[config.mk]
export PLATFORM = sky130hd
export DESIGN_NAME = multicycle_control
export DESIGN_NICKNAME = d
export VERILOG_FILES = /design/src/rtl/multicycle_control_pkg.sv /design/src/rtl/multicycle_control_decode.sv /design/src/rtl/multicycle_control.sv
export SDC_FILE = /design/constraint.sdc
export NUM_CORES = 1
export LEC_CHECK = 0
export BUFFER_PORTS_ARGS = -buffer_cell sky130_fd_sc_hd__buf_2
export CORE_UTILIZATION = 25
export CTS_CLUSTER_DIAMETER = 60
export DETAILED_ROUTE_END_ITERATION = 8
export PLACE_DENSITY = 0.55
export SLEW_MARGIN = 25
export SYNTH_ARGS = -nofsm -noshare
export SYNTH_HDL_FRONTEND = slang
export SYNTH_HIERARCHICAL = 1
export SYNTH_SLANG_ARGS = --single-unit
[constraint.sdc]
create_clock -name clk -period 2 [get_ports clk]
set_clock_uncertainty 0.05 [all_clocks]
set_input_delay 0.3 -clock clk [delete_from_list [all_inputs] [get_ports clk]]
set_output_delay 0.3 -clock clk [all_outputs]
set_load 0.05 [all_outputs]
[src/rtl/multicycle_control_pkg.sv]
// rtl/multicycle_control_pkg.sv - opcodes, ALU codes, state encoding and control word for the multicycle controller
package multicycle_control_pkg;

  localparam logic [5:0] OP_R    = 6'h00;
  localparam logic [5:0] OP_J    = 6'h02;
  localparam logic [5:0] OP_BEQ  = 6'h04;
  localparam logic [5:0] OP_BNE  = 6'h05;
  localparam logic [5:0] OP_ADDI = 6'h08;
  localparam logic [5:0] OP_ORI  = 6'h0D;
  localparam logic [5:0] OP_LUI  = 6'h0F;
  localparam logic [5:0] OP_LW   = 6'h23;
  localparam logic [5:0] OP_SW   = 6'h2B;

  localparam logic [2:0] ALU_ADD   = 3'b100;
  localparam logic [2:0] ALU_OR    = 3'b101;
  localparam logic [2:0] ALU_LUI   = 3'b011;
  localparam logic [2:0] ALU_SUB   = 3'b001;
  localparam logic [2:0] ALU_FUNCT = 3'b111;

  localparam logic [1:0] SRCB_B     = 2'd0;
  localparam logic [1:0] SRCB_4     = 2'd1;
  localparam logic [1:0] SRCB_IMM   = 2'd2;
  localparam logic [1:0] SRCB_SHIFT = 2'd3;

  localparam logic [1:0] PCSRC_ALU    = 2'd0;
  localparam logic [1:0] PCSRC_ALUOUT = 2'd1;
  localparam logic [1:0] PCSRC_JUMP   = 2'd2;

  typedef enum logic [3:0] {
    S_FETCH    = 4'd0,
    S_DECODE   = 4'd1,
    S_MEM_ADDR = 4'd2,
    S_MEM_RD   = 4'd3,
    S_MEM_WB   = 4'd4,
    S_MEM_WR   = 4'd5,
    S_R_EXEC   = 4'd6,
    S_R_WB     = 4'd7,
    S_BRANCH   = 4'd8,
    S_JUMP     = 4'd9,
    S_I_EXEC   = 4'd10,
    S_I_WB     = 4'd11,
    S_TRAP     = 4'd12
  } state_t;

  typedef struct packed {
    logic       pc_write;
    logic       pc_cond_eq;
    logic       pc_cond_ne;
    logic       iord;
    logic       mem_read;
    logic       mem_write;
    logic       mem_to_reg;
    logic       ir_write;
    logic       alu_src_a;
    logic       reg_write;
    logic       reg_dst;
    logic       instr_done;
    logic       illegal;
    logic [1:0] alu_src_b;
    logic [1:0] pc_source;
    logic [2:0] alu_op;
  } ctrl_t;

  // ALU operation for the I-type execute step, captured while in DECODE
  function automatic logic [2:0] imm_aluop(input logic [5:0] op);
    case (op)
      OP_ORI:  return ALU_OR;
      OP_LUI:  return ALU_LUI;
      default: return ALU_ADD;
    endcase
  endfunction

endpackage

[src/rtl/multicycle_control_decode.sv]
// rtl/multicycle_control_decode.sv - combinational state/opcode to control word table
module multicycle_control_decode
  import multicycle_control_pkg::*;
(
  input  state_t     state,
  input  logic [5:0] op,
  input  logic       mem_ready,
  input  logic [2:0] imm_op,
  output ctrl_t      ctrl
);

  always_comb begin
    ctrl = '0;
    case (state)
      S_FETCH: begin
        ctrl.mem_read  = 1'b1;
        ctrl.alu_src_b = SRCB_4;
        ctrl.alu_op    = ALU_ADD;
        ctrl.pc_source = PCSRC_ALU;
        ctrl.ir_write  = mem_ready;
        ctrl.pc_write  = mem_ready;
      end
      S_DECODE: begin
        ctrl.alu_src_b = SRCB_SHIFT;
        ctrl.alu_op    = ALU_ADD;
      end
      S_MEM_ADDR: begin
        ctrl.alu_src_a = 1'b1;
        ctrl.alu_src_b = SRCB_IMM;
        ctrl.alu_op    = ALU_ADD;
      end
      S_MEM_RD: begin
        ctrl.mem_read = 1'b1;
        ctrl.iord     = 1'b1;
      end
      S_MEM_WB: begin
        ctrl.reg_write  = 1'b1;
        ctrl.mem_to_reg = 1'b1;
        ctrl.instr_done = 1'b1;
      end
      S_MEM_WR: begin
        ctrl.mem_write  = 1'b1;
        ctrl.iord       = 1'b1;
        ctrl.instr_done = mem_ready;
      end
      S_R_EXEC: begin
        ctrl.alu_src_a = 1'b1;
        ctrl.alu_src_b = SRCB_B;
        ctrl.alu_op    = ALU_FUNCT;
      end
      S_R_WB: begin
        ctrl.reg_write  = 1'b1;
        ctrl.reg_dst    = 1'b1;
        ctrl.instr_done = 1'b1;
      end
      S_BRANCH: begin
        ctrl.alu_src_a  = 1'b1;
        ctrl.alu_src_b  = SRCB_B;
        ctrl.alu_op     = ALU_SUB;
        ctrl.pc_source  = PCSRC_ALUOUT;
        ctrl.pc_cond_eq = (op == OP_BEQ);
        ctrl.pc_cond_ne = (op == OP_BNE);
        ctrl.instr_done = 1'b1;
      end
      S_JUMP: begin
        ctrl.pc_write   = 1'b1;
        ctrl.pc_source  = PCSRC_JUMP;
        ctrl.instr_done = 1'b1;
      end
      S_I_EXEC: begin
        ctrl.alu_src_a = 1'b1;
        ctrl.alu_src_b = SRCB_IMM;
        ctrl.alu_op    = imm_op;
      end
      S_I_WB: begin
        ctrl.reg_write  = 1'b1;
        ctrl.instr_done = 1'b1;
      end
      S_TRAP: ctrl.illegal = 1'b1;
      default: ctrl = '0;
    endcase
  end

endmodule

[src/rtl/multicycle_control.sv]
// rtl/multicycle_control.sv - multicycle CPU control FSM: state register, reset gating and output mapping
module multicycle_control
  import multicycle_control_pkg::*;
#(
  parameter int ALUOP_W       = 3,
  parameter bit MEM_HANDSHAKE = 1'b1
) (
  input  logic               clk,
  input  logic               reset,
  input  logic [5:0]         OP,
  input  logic               MemReady,
  output logic               PCWrite,
  output logic               PCWriteCondEQ,
  output logic               PCWriteCondNE,
  output logic               IorD,
  output logic               MemRead,
  output logic               MemWrite,
  output logic               MemtoReg,
  output logic               IRWrite,
  output logic               ALUSrcA,
  output logic               RegWrite,
  output logic               RegDst,
  output logic               InstrDone,
  output logic               Illegal,
  output logic [1:0]         ALUSrcB,
  output logic [1:0]         PCSource,
  output logic [ALUOP_W-1:0] ALUOp,
  output logic [3:0]         State
);

  state_t     state;
  logic [2:0] imm_op_q;
  logic       mem_ready;
  ctrl_t      ctrl;

  assign mem_ready = MEM_HANDSHAKE ? MemReady : 1'b1;

  always_ff @(posedge clk) begin
    if (reset) begin
      state    <= S_FETCH;
      imm_op_q <= 3'b000;
    end else begin
      case (state)
        S_FETCH:  if (mem_ready) state <= S_DECODE;
        S_DECODE: begin
          imm_op_q <= imm_aluop(OP);
          case (OP)
            OP_LW, OP_SW:             state <= S_MEM_ADDR;
            OP_R:                     state <= S_R_EXEC;
            OP_BEQ, OP_BNE:           state <= S_BRANCH;
            OP_J:                     state <= S_JUMP;
            OP_ADDI, OP_ORI, OP_LUI:  state <= S_I_EXEC;
            default:                  state <= S_TRAP;
          endcase
        end
        S_MEM_ADDR: state <= (OP == OP_LW) ? S_MEM_RD : S_MEM_WR;
        S_MEM_RD:   if (mem_ready) state <= S_MEM_WB;
        S_MEM_WR:   if (mem_ready) state <= S_FETCH;
        S_R_EXEC:   state <= S_R_WB;
        S_I_EXEC:   state <= S_I_WB;
        S_TRAP:     state <= S_TRAP;
        default:    state <= S_FETCH;
      endcase
    end
  end

  multicycle_control_decode u_decode (
    .state     (state),
    .op        (OP),
    .mem_ready (mem_ready),
    .imm_op    (imm_op_q),
    .ctrl      (ctrl)
  );

  // Write strobes are masked during reset so an abandoned instruction never commits
  assign PCWrite       = ctrl.pc_write   & ~reset;
  assign PCWriteCondEQ = ctrl.pc_cond_eq & ~reset;
  assign PCWriteCondNE = ctrl.pc_cond_ne & ~reset;
  assign IRWrite       = ctrl.ir_write   & ~reset;
  assign MemWrite      = ctrl.mem_write  & ~reset;
  assign RegWrite      = ctrl.reg_write  & ~reset;
  assign InstrDone     = ctrl.instr_done & ~reset;
  assign IorD          = ctrl.iord;
  assign MemRead       = ctrl.mem_read;
  assign MemtoReg      = ctrl.mem_to_reg;
  assign ALUSrcA       = ctrl.alu_src_a;
  assign RegDst        = ctrl.reg_dst;
  assign Illegal       = ctrl.illegal;
  assign ALUSrcB       = ctrl.alu_src_b;
  assign PCSource      = ctrl.pc_source;
  assign ALUOp         = ALUOP_W'(ctrl.alu_op);
  assign State         = state;

endmodule

==> metrics.txt <==
status=finished clean; Die X=~64 microns; routed vias/inst=about 5.0; H-tree lvl count=1; switch share=0.489; share of the yosys chip area belonging to registers=0.146; clock power share=0.218; Critical Path Max Stage Delay=400 ps; synthesized area per cell=~7 sq um; Num Clock Sinks=7; ANT cells=0; endpoint class of the critical path=output port; row count=22; largest net degree at the start of global routing=27; Cell Count, Final, Fillers Out=roughly 220; Period Utilization, post-route=0.950; kind of critical path=flop to output port; YS warnings=6; worst path cell trace=nand2b_4 -> nor3_4 -> and4b_1 -> nor2b_4 -> buf_4; slew margin rel.=0.652; startpoint types=flop; initial antenna violation count=0; CP max stage cell=dfxtp_4; Cells after Synth=between 100 and 150; Internal=about 460 uW; leading area contributor after synthesis=dfxtp_1; number of global-route vias before repair=946; asr flop ratio synth=0; final net count=around 180; CTS tree=done; Max Slew Vio Count=0; via count=around 1100; Post-CTS Resized=0; final setup margin=99.5 ps; WL per Instance=roughly 12 microns; synthesized area=~960 sq um; DPL Wire Length=1.99 mm; worst skew pair latency=between 200 and 250 ps; GP Congestion=0.781; PortBufs=32; core area=between 3000 and 4000 sq um; CP required=1650 ps; Logic pwr share=0.555; ys flop type=dfxtp_1; Routed WL=~2.7 mm; max-cap violation count=0; clock-pin slew on the worst setup and hold paths=40 ps; Crit path arrival time=between 1500 and 2000 ps; part of the power in registers=0.227; post-layout min period=roughly 1900 ps; EDFF count, synth=0; share of cells above drive strength 1=0.369; grt ovf=0; # IOs=33; residual DRC count=0; critical path peak fanout=15; synthesis-to-layout area growth=34.8%; first-pass GRT wire length=approximately 4.5 mm; Initial Util=0.261; Hold WS=a little over 400 ps; Iter 0 DRT Violations=93; Placed Area=roughly 1200 sq um; Post-CTS Setup Inserts=0; final core area utilization=0.352; Post-synth top cells=16 x nor2_1, 12 x a21oi_1, 11 x nor2b_1; Overall Power=approximately 900 uW; post-route ant nets=0; Placement Setup Slack=between 200 and 250 ps; CTS Buffer Depth=2; Hold Fails Final Rpt=0; Die Span Y=~64 microns; CTS Buf Count=3; Root Driver=clkbuf_8; count leader, synth=nor2_1; Seq cells post-synth=7; Distinct cells, synth=between 40 and 50; RSZ-0062 raised after global routing=no; leakage=0.528 nW; Setup Total Neg Slack=0 ps; FMAX=between 500 and 600 MHz; slew of the pin with the lowest slew margin=515 ps; Placed Cells=212; min-delay worst type=input pin to flop; Hold Buf Count CTS=0; fin area=about 1300 sq um; Cell Pwr Density=between 600 and 700 nW/um^2; full die area=around 4100 sq um; Psw=440 uW; 1st-pass router iterations=4; synth top area cells=dfxtp_1 15%, nor2b_1 7.2%, a21oi_1 6.3%; Syn Nets=approximately 150; share of the synthesized area in the top cell type=0.146; Finish-stage setup viols=0; GRT Total Usage=0.142; peak supply drop=0.208 mV
## final timing paths
| path | startpoint | end | slack [ps] | cells after the start |
|---|---|---|---|---|
| worst max-delay path | State[2] | PCWriteCondEQ | 100 | 5 |
| worst min-delay path | OP[1] | imm_op_q[1] | 410 | 3 |
| worst max register to register | State[1] | State[2] | 330 | 5 |
| worst min register to register | imm_op_q[0] | imm_op_q[0] | 410 | 2 |
## power groups by stage
stage	combinational [mW]	clock, mW	sequential [mW]
floorplan	0.388	0	0.212
global placement	0.500	0	0.206
detailed placement	0.497	0	0.207
CTS	0.499	0.203	0.204
global route	0.540	0.214	0.210
finish	0.500	0.196	0.204
## cells in the final DEF, fill, tap and decap left out, types with 2 or more instances in the layout
cell type / n
a211oi_2: 2
a21o_1: 2
a21oi_1: 11
a31oi_1: 2
and3_1: 4
and3b_1: 2
buf_2: 29
buf_4: 7
clkbuf_8: 3
dfxtp_1: 3
dfxtp_4: 3
inv_1: 5
nand2_1: 7
nand2b_1: 4
nand2b_4: 2
nand3_1: 2
nand4_1: 2
nor2_1: 15
nor2b_1: 5
nor2b_2: 3
nor2b_4: 3
nor3_1: 3
nor3_4: 3
nor3b_1: 2
o211a_1: 2
o21a_1: 2
o21ai_0: 6
o21ai_1: 3
o41ai_1: 2
xnor2_1: 2
xor2_1: 2
## metal layers
metal  routed length, microns  global-route usage
met1                     1300               0.197
met2                     1140               0.221
met3                      189              0.0161
met4                       38              0.0597
met5                        0                   0
## critical path: cells and delay by family (launching register included)
kind | cells | cell delay (ps)
and+or+nand+nor | 4 | 730
buffers and inverters | 1 | 190
DFF | 1 | 400
## cell families after synthesis
| family | after synthesis | share of synthesized area |
|---|---|---|
| AOI/OAI and AO/OA | 40 | 0.273 |
| DFF | 7 | 0.146 |
| xor gates and xnor gates | 4 | 0.0366 |
| and+or+nand+nor | 70 | 0.454 |
| buffers and inverters | 16 | 0.0902 |
## sequential cells by signal, indices dropped and copies added (netlist names)
signal	cells
imm_op_q	3
State	4
## final cells by class
class / instances / area, sq um
fillers: 386 / 2370
repair buffers: 37 / 218
flip-flops and latches: 7 / 153
well taps: 48 / 60.1
multi-input cells: 114 / 792
clock buffers: 4 / 45.0
inverters: 6 / 22.5
Power figures use the tool's default switching activity.
